File: src/rtl/pcie_dll_pkg.sv
// Shared data-link types and helpers for Ack/Nak DLLP generation.
package pcie_dll_pkg;

    typedef logic [11:0] seq_t;

    typedef enum logic [1:0] {
        GOOD = 2'b00,
        DUP  = 2'b01,
        BAD  = 2'b10,
        RSVD = 2'b11
    } rx_status_e;

    localparam logic [7:0] DLLP_ACK = 8'h00;
    localparam logic [7:0] DLLP_NAK = 8'h10;

    function automatic logic [31:0] build_acknak(input logic [7:0] dllp_type, input seq_t seq);
        return {dllp_type, 8'h00, 4'h0, seq};
    endfunction

endpackage

File: src/rtl/ack_nak_dllp_gen.sv
// Ack/Nak DLLP generator: tracks the last good RX sequence number, coalesces Acks
// by count and age, and issues at most one Nak until a good TLP recovers the link.
//
//  state | meaning
//  IDLE  | no DLLP offered; pending Nak/Ack requests evaluated each cycle
//  SEND  | dllp_out offered with dllp_valid=1 until dllp_ready
module ack_nak_dllp_gen
    import pcie_dll_pkg::*;
#(
    parameter int ACK_COALESCE = 4,
    parameter int ACK_TIMEOUT  = 64
) (
    input  logic        clk,
    input  logic        reset,
    input  logic        rx_tlp_valid,
    input  logic [11:0] rx_tlp_seq,
    input  logic [1:0]  rx_tlp_status,
    input  logic        link_up,
    output logic [31:0] dllp_out,
    output logic        dllp_valid,
    input  logic        dllp_ready,
    output logic        ack_pending,
    output logic        nak_scheduled
);

    typedef enum logic {IDLE, SEND} state_e;

    localparam logic [7:0] TIMER_LAST = 8'(ACK_TIMEOUT - 1);
    localparam logic [3:0] COALESCE   = 4'(ACK_COALESCE);
    localparam logic [3:0] CNT_MAX    = 4'hF;

    state_e     state;
    seq_t       ack_seq;
    logic [3:0] cnt;
    logic [7:0] timer;
    logic       nak_req;
    logic       dup_req;

    logic       rx_live;
    logic       ev_good;
    logic       ev_dup;
    logic       ev_bad;
    logic       in_idle;
    logic       launch_nak;
    logic       launch_ack;

    // Launch decisions look only at registered requests, so a TLP arriving in
    // the launch cycle is folded into the next DLLP rather than this one.
    // The one exception: a good TLP cancels a Nak that has not gone out yet.
    always_comb begin
        rx_live    = rx_tlp_valid && link_up;
        ev_good    = rx_live && (rx_status_e'(rx_tlp_status) == GOOD);
        ev_dup     = rx_live && (rx_status_e'(rx_tlp_status) == DUP);
        ev_bad     = rx_live && rx_tlp_status[1];
        in_idle    = (state == IDLE);
        launch_nak = in_idle && nak_req && !ev_good;
        launch_ack = in_idle && !launch_nak &&
                     (dup_req || (cnt >= COALESCE) || (timer == TIMER_LAST));
    end

    always_ff @(posedge clk) begin
        if (reset || !link_up) begin
            state         <= IDLE;
            dllp_out      <= '0;
            dllp_valid    <= 1'b0;
            ack_pending   <= 1'b0;
            nak_scheduled <= 1'b0;
            ack_seq       <= 12'hFFF;
            cnt           <= '0;
            timer         <= '0;
            nak_req       <= 1'b0;
            dup_req       <= 1'b0;
        end else begin
            case (state)
                IDLE: begin
                    if (launch_nak || launch_ack) begin
                        state      <= SEND;
                        dllp_valid <= 1'b1;
                        dllp_out   <= build_acknak(launch_nak ? DLLP_NAK : DLLP_ACK, ack_seq);
                    end
                end
                SEND: begin
                    if (dllp_ready) begin
                        state      <= IDLE;
                        dllp_valid <= 1'b0;
                    end
                end
                default: state <= IDLE;
            endcase

            // Timer holds at its terminal value so a Nak taking priority cannot
            // let it wrap past the Ack deadline.
            if (launch_ack) begin
                timer       <= '0;
                cnt         <= '0;
                ack_pending <= 1'b0;
                dup_req     <= 1'b0;
            end else if (in_idle && ack_pending && (timer != TIMER_LAST)) begin
                timer <= timer + 8'd1;
            end

            if (launch_nak)
                nak_req <= 1'b0;

            if (ev_good) begin
                ack_seq       <= rx_tlp_seq;
                ack_pending   <= 1'b1;
                cnt           <= launch_ack ? 4'd1 : ((cnt == CNT_MAX) ? cnt : cnt + 4'd1);
                nak_scheduled <= 1'b0;
                nak_req       <= 1'b0;
            end

            if (ev_dup)
                dup_req <= 1'b1;

            if (ev_bad && !nak_scheduled) begin
                nak_req       <= 1'b1;
                nak_scheduled <= 1'b1;
            end
        end
    end

endmodule

File: config.mk
export PLATFORM = sky130hd
export DESIGN_NAME = ack_nak_dllp_gen
export DESIGN_NICKNAME = d
export VERILOG_FILES = /design/src/rtl/pcie_dll_pkg.sv /design/src/rtl/ack_nak_dllp_gen.sv
export SDC_FILE = /design/constraint.sdc
export NUM_CORES = 1
export LEC_CHECK = 0
export CORE_UTILIZATION = 47
export DETAILED_ROUTE_END_ITERATION = 16
export PLACE_DENSITY = 0.79
export RECOVER_POWER = 50
export SYNTH_ARGS = -nofsm -noshare
export SYNTH_HDL_FRONTEND = slang
export SYNTH_SLANG_ARGS = --single-unit
File: constraint.sdc
create_clock -name clk -period 2.75 [get_ports clk]
set_input_delay 0.55 -clock clk [delete_from_list [all_inputs] [get_ports clk]]
set_output_delay 0.55 -clock clk [all_outputs]
set_load 0.02 [all_outputs]
* After elaboration in Yosys (flattened, before gate mapping)
Cells that the tools add are included.
** Storage, ports and cells
- Register bits :: 50
- Bits of input ports :: 19
- Output and inout bits :: 35
- Logic and storage cells :: 68
** Operators by class
- $add $sub $neg :: 2
- Magnitude comparators :: 1
- Eq/ne operators :: 7
- Multiplexer cells :: 19
- Bitwise logic cells :: 1
- Reduce and logical (&&, ||, !) cells :: 28
** Operators with widths (number)
- 4-bit 2-to-1 mux :: 4
- 1-bit 2-to-1 mux :: 12
- 1-bit logical AND :: 11
- 8-bit by 1-bit adder with 8-bit output, second input constant :: 1
- 8-bit by 6-bit == test with 1-bit output, second input constant :: 1
- 8-bit by 6-bit != test with 1-bit output, second input constant :: 1
- 2-bit AND reduction :: 3
- 2-bit nonzero test :: 3
- 5-bit 2-to-1 mux :: 1
- 4-bit by 1-bit adder with 4-bit output, second input constant :: 1
- 4-bit == test, second input constant :: 1
- 4-bit by 3-bit greater-or-equal comparator with 1-bit output, second input constant :: 1
- 1-bit zero test :: 4
- 1-bit logical OR :: 4
- 2-bit != test, second input constant :: 2
- 1-bit case mux with 2 select lines :: 2
- 3-bit nonzero test :: 1
- 2-bit by 1-bit == test with 1-bit output, second input constant :: 1
- 2-bit zero test :: 1
- 2-bit by 1-bit != test with 1-bit output, second input constant :: 1
- 2-bit OR reduction :: 1
- 1-bit NOT :: 1

* Logic depth before layout (Yosys ltp)
Gate-level depths: netlist (run 1).
- Word-level depth :: 10
- Depth in mapped cells :: 7
- Gate-level depth less buffers :: 5

* Least setup slack after synthesis (run 1)
OpenSTA, ideal clock, no wires.
- Path type :: register to register
- From :: reg timer[0]
- To :: reg dllp_valid
- Library setup time :: 0.115 ns
- Data arrival time :: 1.797 ns
- Required time :: 2.635 ns
- Path slack :: 0.838 ns
- Cell stages (with the launch flop) :: 8
- Buffers on the path :: 2
- Clock period less this slack :: 1.912 ns
- Cells stage by stage :: dfxtp_1 -> ha_1 -> and3_4 -> buf_6 -> a2111oi_4 -> a21oi_4 -> buf_6 -> o21ba_1
** On the way
- Word-level cells in the longest chain between the ends :: 6
** Ends and longest elaborated chain
- from (decl) :: RTL line ack_nak_dllp_gen.sv:35 : logic [7:0] timer;
- from (signal assigned) :: RTL line ack_nak_dllp_gen.sv:99 : timer <= timer + 8'd1;
- 8-bit by 6-bit == test with 1-bit output :: RTL line ack_nak_dllp_gen.sv:58 : (dup_req || (cnt >= COALESCE) || (timer == TIMER_LAST));
- 1-bit logical OR :: RTL line ack_nak_dllp_gen.sv:58
- 1-bit logical AND :: RTL line ack_nak_dllp_gen.sv:57 : launch_ack = in_idle && !launch_nak &&
- 1-bit logical OR :: RTL line ack_nak_dllp_gen.sv:76 : if (launch_nak || launch_ack) begin
- 2-bit by 1-bit != test with 1-bit output (no line)
- 2-bit AND reduction (no line)
- to (signal assigned) :: RTL line ack_nak_dllp_gen.sv:65 : dllp_valid <= 1'b0;
- to (signal assigned) :: RTL line ack_nak_dllp_gen.sv:78 : dllp_valid <= 1'b1;
- to (signal assigned) :: RTL line ack_nak_dllp_gen.sv:85 : dllp_valid <= 1'b0;
- to (decl) :: RTL line ack_nak_dllp_gen.sv:20 : output logic dllp_valid,
No other way between the ends.
A chain may end at the register's enable or synchronous reset.

* Worst setup path after layout (run 1)
- From :: in rx_tlp_status[1]
- To :: reg cnt[2]
** On the way
- Word-level cells in the longest chain between the ends :: 9
- Elaborated cells on any way between the ends :: 12
- Classes of those cells :: eq/ne: 1; mux: 2; reduce/logical: 9
** Ends and longest elaborated chain
- from (decl) :: RTL line ack_nak_dllp_gen.sv:17 : input logic [1:0] rx_tlp_status,
- 2-bit zero test * :: RTL line ack_nak_dllp_gen.sv:52 : ev_good = rx_live && (rx_status_e'(rx_tlp_status) == GOOD);
- 1-bit logical AND * :: RTL line ack_nak_dllp_gen.sv:52
- 1-bit zero test :: RTL line ack_nak_dllp_gen.sv:56 : launch_nak = in_idle && nak_req && !ev_good;
- 1-bit logical AND :: RTL line ack_nak_dllp_gen.sv:56
- 1-bit zero test :: RTL line ack_nak_dllp_gen.sv:57
- 1-bit logical AND (2 in series) :: RTL line ack_nak_dllp_gen.sv:57
- 2-bit != test (no line), or another cell as far along
- 2-bit AND reduction (no line) / 4-bit 2-to-1 mux (equally long branches)
- to (signal assigned) :: RTL line ack_nak_dllp_gen.sv:108 : cnt <= launch_ack ? 4'd1 : ((cnt == CNT_MAX) ? cnt : cnt + 4'd1);
- to (decl) :: RTL line ack_nak_dllp_gen.sv:34 : logic [3:0] cnt;
Mark *: on every way between the ends. The rest lies on a longest branch, timed or not.

==> results of run 1 <==
==> worst reg2reg max path, cell delays in order, from the launching register on <==
cell and delay, ns:
dfxtp_1 0.36, ha_1 0.24, and3_4 0.22, a2111oi_4 0.51, o21ai_0 0.20, clkbuf_1 0.22
nor3_1 0.20
==> path summary, 6_finish.rpt <==
path	end	slack (ns)	cells past startpoint
hold reg to reg	dllp_out[11]	0.45	2
setup / recovery	cnt[2]	0.46	6
hold / removal	dllp_out[11]	0.45	2
setup reg to reg	cnt[2]	0.72	6
==> cell type report <==
type / count / area, um^2
fillers: 341 / 1470
multi-input cells: 144 / 912
flip-flops and latches: 43 / 861
repair buffers: 37 / 355
clock buffers: 6 / 82.6
well taps: 48 / 60.1
clock inverters: 2 / 35.0
inverters: 5 / 18.8
==> power by group <==
| group | switching, W | internal (W) | total, W |
|---|---|---|---|
| Clock | 0.000214 | 0.000294 | 0.000508 |
| Combinational | 0.0000648 | 0.0000453 | 0.000110 |
| Sequential | 0.00000528 | 0.000630 | 0.000635 |
==> kinds of logic (layout without fill, tap and decap cells) <==
kind of cell	after synthesis	after routing
AND/OR/NAND/NOR	68	68
flip-flops	43	43
AO/OA/AOI/OAI	34	34
buffers and inverters	34	50
multiplexers	13	13
XOR/XNOR	8	8
adder cells (fa/ha/maj)	2	2
other	1	19
==> cells in the final DEF, fill, tap and decap left out, types with 2 or more instances in the layout <==
cell             netlist  final
xnor2_1                8      8
nand3_1                5      5
a211oi_1               2      2
o22a_1                13     13
clkbuf_1               4      2
o21ai_1                2      2
a2111oi_0              2      2
a21oi_1                5      5
nor2_1                13     13
dlygate4sd3_1          0     17
clkbuf_8               0      6
clkdlybuf4s50_1        0     17
inv_1                  5      5
nand2_1               33     33
ha_1                   2      2
mux2i_1               13     13
nor3_1                 4      4
dfxtp_1               43     43
conb_1                 1     19
o21ai_0                1      2
nand4_1                3      3
==> layer usage <==
layer | share of wire | track usage | up-vias
met2 | 0.45 | 0.283 | 40
met4 | 0.024 | 0.104 | 0
li1 | - | - | 737
met3 | 0.051 | 0.0534 | 6
met5 | 0 | 0 | -
met1 | 0.47 | 0.212 | 670
==> Yosys cell counts, drive strengths merged (2+ instances only) <==
library cell  instances  area share
a211oi                2      0.0078
xnor2                 8       0.036
a21oi                 6       0.021
nor2                 13       0.025
and4bb                2       0.013
o21ai                 4       0.012
nand3                 5       0.013
buf                  25       0.098
mux2i                13       0.067
nor3                  4       0.010
nand2                33       0.064
ha                    2       0.013
inv                   5      0.0097
dfxtp                43        0.45
and3                  2      0.0091
o22a                 13       0.059
clkbuf                4      0.0078
nand4                 3      0.0097
a2111oi               3       0.023
==> per-stage QoR <==
stage	total power (W)	hold slack (ns)	instance area (um^2)
floorplan	0.000737	0.436	2000
global placement	0.000763	0.444	2220
detailed placement	0.000764	0.447	2220
CTS	0.00127	0.460	2340
global route	0.00130	0.471	2320
finish	0.00125	0.454	2320
==> registers in the layout, summed over array words and instances (netlist names) <==
name           count
cnt                4
timer              8
nak_req            1
dup_req            1
ack_seq           12
dllp_out          13
dllp_valid         1
nak_scheduled      1
ack_pending        1
state              1
==> run metrics, run 1 <==
vias=1453; Compound-Gate Fraction of Synth Area=0.149; Tmin final=2.29 ns; First-pass DRT Iterations=4; mux cell area share after synthesis=0.0674; EDFF count, synth=0; Clock Skews=0.00412 ns; GRT overflow=0; CP required=2.93 ns; hold_sp=dllp_out[11]; worst-path cell chain=dlygate4sd3_1 -> nand4bb_1 -> a21o_1 -> o21ai_0 -> clkbuf_1 -> nor3_1; final hold vios=0; Hold Crit Class=register to register; Port Buffer Count=34; Seq cells post-synth=43; simple-gate share of the synthesized area=0.171; share of the core filled with cells=0.612; die area=4370 um^2; first-pass GRT wire length=5760 um; CP Max Fanout=8; DR WL/cell=12.2 um; total track usage=0.178; initial antenna violation count=0; critical path class=input pin to register; Worst setup SP type=input pin; Core Rows=22; post-synthesis sequential area ratio=0.446; worst path arrival time=2.46 ns; CORE AREA=3800 um^2; mapped cell area=1930 um^2; Top delay family on crit path=buffers and inverters; Horiz. Die Dim=66.1 um; max_cap viols=0; DRT iter0 DRCs=63; Clock Pin Slew Worst Setup and Hold Paths=0.08 ns; Initial Util=0.508; Final setup violation count=0; setup bufs post-CTS=0; Lkg Pwr=0.887 nW; Crit path largest cell delay=0.59 ns; ys flop type=dfxtp_1; Inst Count DP=277; CTS Sinks=43; worst slew pin tran=0.566 ns; Post-Syn Instances=203; Max Fclk=437 MHz; Chip Height=66.1 um; hold buffers post-CTS=0; Synth Area in Adders=0.0130; pre-CTS setup slack=0.388 ns; Layout area overhead=20.5%; largest family of logic cells by synthesized area=simple AND/OR/NAND/NOR gates; DRT antenna net count=0; Longest Clk Path Bufs=2; final setup margin=0.464 ns; reg-to-reg startpoint=timer[0]; Avg Synthesized Cell Area=9.50 um^2; Distinct cells, synth=41; H-tree levels=2; gpl congestion=0.810; CTS root buffer=clkbuf_8; Slew HR=0.622; nature of the critical path endpoint=register; xor/xnor share of the synthesized area=0.0363; final setup TNS=0 ns; Slew Limit Fails=0; status=completed; Worst VDD drop=0.387 mV; unrepaired setup endpoints after global routing=false; pin count of the biggest net entering global routing=26; CTS Buf Count=5; layout cells sized above 1=0.0591; final worst-path cycle share=0.831; Yosys Warn Count=0; fin cells=285; number of global-route vias before repair=1327; final routed DRC violation total=0; Cell Pwr Density=539 nW/um^2; I/O Pins=54; clk_lat worst skew=0.30 ns; slowest cell on the critical path=dlygate4sd3_1; Synth async-reset ratio=0; ANT cells=0; vias per inst=5.10; Worst Path Buf+Inv=2; Routed WL=3490 um; Setup crit start=rx_tlp_status[1]; post-CTS sizing=0; CTS tree=built; Post-DP HPWL=2350 um; Nets=257
(Power assumes the default switching activity.)
==> run 2: changes to the inputs <==
clock period = 2.4 ns   (was 2.75 ns; I/O delays follow)
==> run 2 against run 1 <==
  * Clock power down 13%
  * Global-route usage up 0.19 points
  * Sequential cell count unchanged
  * Critical path type is now register to register
  * Largest cell class unchanged
  * Cell area down 0.59%
  * Register-to-register slack worse by 0.47 ns
  * First-iteration DRC count down 38%
==> run metrics, run 2 (synthesis results as in run 1) <==
status=completed; CP Max Fanout=6; most flop-heavy register=dllp_out; Post-DP HPWL=2550 um; Worst Path Buf+Inv=1; Cell Pwr Density=563 nW/um^2; max_cap viols=0; gpl congestion=0.786; Port Buffer Count=34; nature of the critical path endpoint=register; Chip Height=66.1 um; hold buffers post-CTS=0; final hold vios=0; Max Fclk=466 MHz; Top delay family on crit path=compound AO/OA/AOI/OAI gates; Slew Limit Fails=0; CORE AREA=3800 um^2; Crit path largest cell delay=0.74 ns; # fillers=343; Hold Crit Class=register to register; setup bufs post-CTS=0; Slew HR=0.488; CTS root buffer=clkbuf_8; Clock Pin Slew Worst Setup and Hold Paths=0.08 ns; final setup TNS=0 ns; pin count of the biggest net entering global routing=16; Longest Clk Path Bufs=2; Worst setup SP type=register; GRT overflow=0; CTS Sinks=43; final worst-path cycle share=0.895; CP required=2.58 ns; DR WL/cell=12.1 um; initial antenna violation count=0; commonest non-fill, non-tap cell in the layout=dfxtp_1; Horiz. Die Dim=66.1 um; Nets=260; first-pass GRT wire length=5940 um; DRT iter0 DRCs=39; layout cells sized above 1=0.0792; worst hold slack=0.457 ns; vias=1466; Routed WL=3480 um; Lkg Pwr=0.886 nW; critical path class=register to register; worst slew pin tran=0.766 ns; Largest register FFs=13; worst-path cell chain=ha_1 -> and3_4 -> a2111oi_2 -> a21oi_4 -> clkbuf_2 -> mux2i_1; Core Rows=22; Worst VDD drop=0.358 mV; post-CTS sizing=0; ANT cells=0; worst path arrival time=2.33 ns; vias per inst=5.09; slowest cell on the critical path=a2111oi_2; CTS Buf Count=5; Initial Util=0.508; die area=4370 um^2; I/O Pins=54; Tmin final=2.15 ns; clk_lat worst skew=0.29 ns; Final setup violation count=0; total track usage=0.180; final routed DRC violation total=0; number of global-route vias before repair=1338; CTS tree=built; unrepaired setup endpoints after global routing=false; share of the core filled with cells=0.608; H-tree levels=2; First-pass DRT Iterations=4; DRT antenna net count=0; Regs by FF count=dllp_out x13, ack_seq x12, timer x8; Layout area overhead=19.8%; Clock Skews=0.00602 ns; commonest cells after routing, fill and taps aside=dfxtp_1, nand2_1, conb_1
## run 2: cell count changes in the layout (fill, tap and decap cells not counted), sizes merged
| cell | previous run | this run |
|---|---|---|
| buf | 1 | 5 |
| bufinv | 1 | 0 |
| clkbuf | 8 | 7 |
| clkdlybuf4s50 | 17 | 18 |
| clkinvlp | 0 | 1 |
| dlygate4sd3 | 17 | 16 |
## run 2: area by class of cell
type	instances	area, um^2	share of cell area
well taps	48	60.1	0.0260
repair buffers	40	383	0.166
multi-input cells	144	903	0.391
clock inverters	2	12.5	0.00541
inverters	5	18.8	0.00812
flip-flops and latches	43	861	0.372
clock buffers	6	72.6	0.0314
## run 2: final timing paths
path                start           end  slack (ns)  cells after the start
max              timer[0]  dllp_out[10]        0.25                      6
min          dllp_out[11]  dllp_out[11]        0.46                      2
min reg2reg  dllp_out[11]  dllp_out[11]        0.46                      2
max reg2reg      timer[0]  dllp_out[10]        0.25                      6
## run 2: per-stage QoR
stage          setup WS, ns  cell area (um^2)  power (W)  std cells
2_1_floorplan         0.488              2000   0.000845        221
3_3_place_gp          0.124              2240   0.000877        280
3_5_place_dp         0.0809              2240   0.000879        280
4_1_cts               0.379              2330    0.00131        288
5_1_grt               0.119              2310    0.00135        288
6_report              0.252              2310    0.00130        288
## run 2: power by group
| group | switching (W) | internal [W] | total [W] | leakage [nW] |
|---|---|---|---|---|
| Combinational | 0.0000755 | 0.0000556 | 0.000131 | 0.497 |
| Sequential | 0.00000595 | 0.000722 | 0.000728 | 0.348 |
| Clock | 0.000238 | 0.000203 | 0.000442 | 0.0412 |
## run 2: layer usage
layer  track usage  vias to the layer above  routed length [um]
met3        0.0362                        6                 143
li1              -                      742                   -
met4        0.0878                        0                  68
met2         0.301                       40                1670
met1         0.220                      678                1600
met5             0                        -                   0
## run 2: worst min-delay path, stage by stage, from the launching register on
cell	delay (ns)
dfxtp_1	0.31
nand2_1	0.05
mux2i_1	0.05
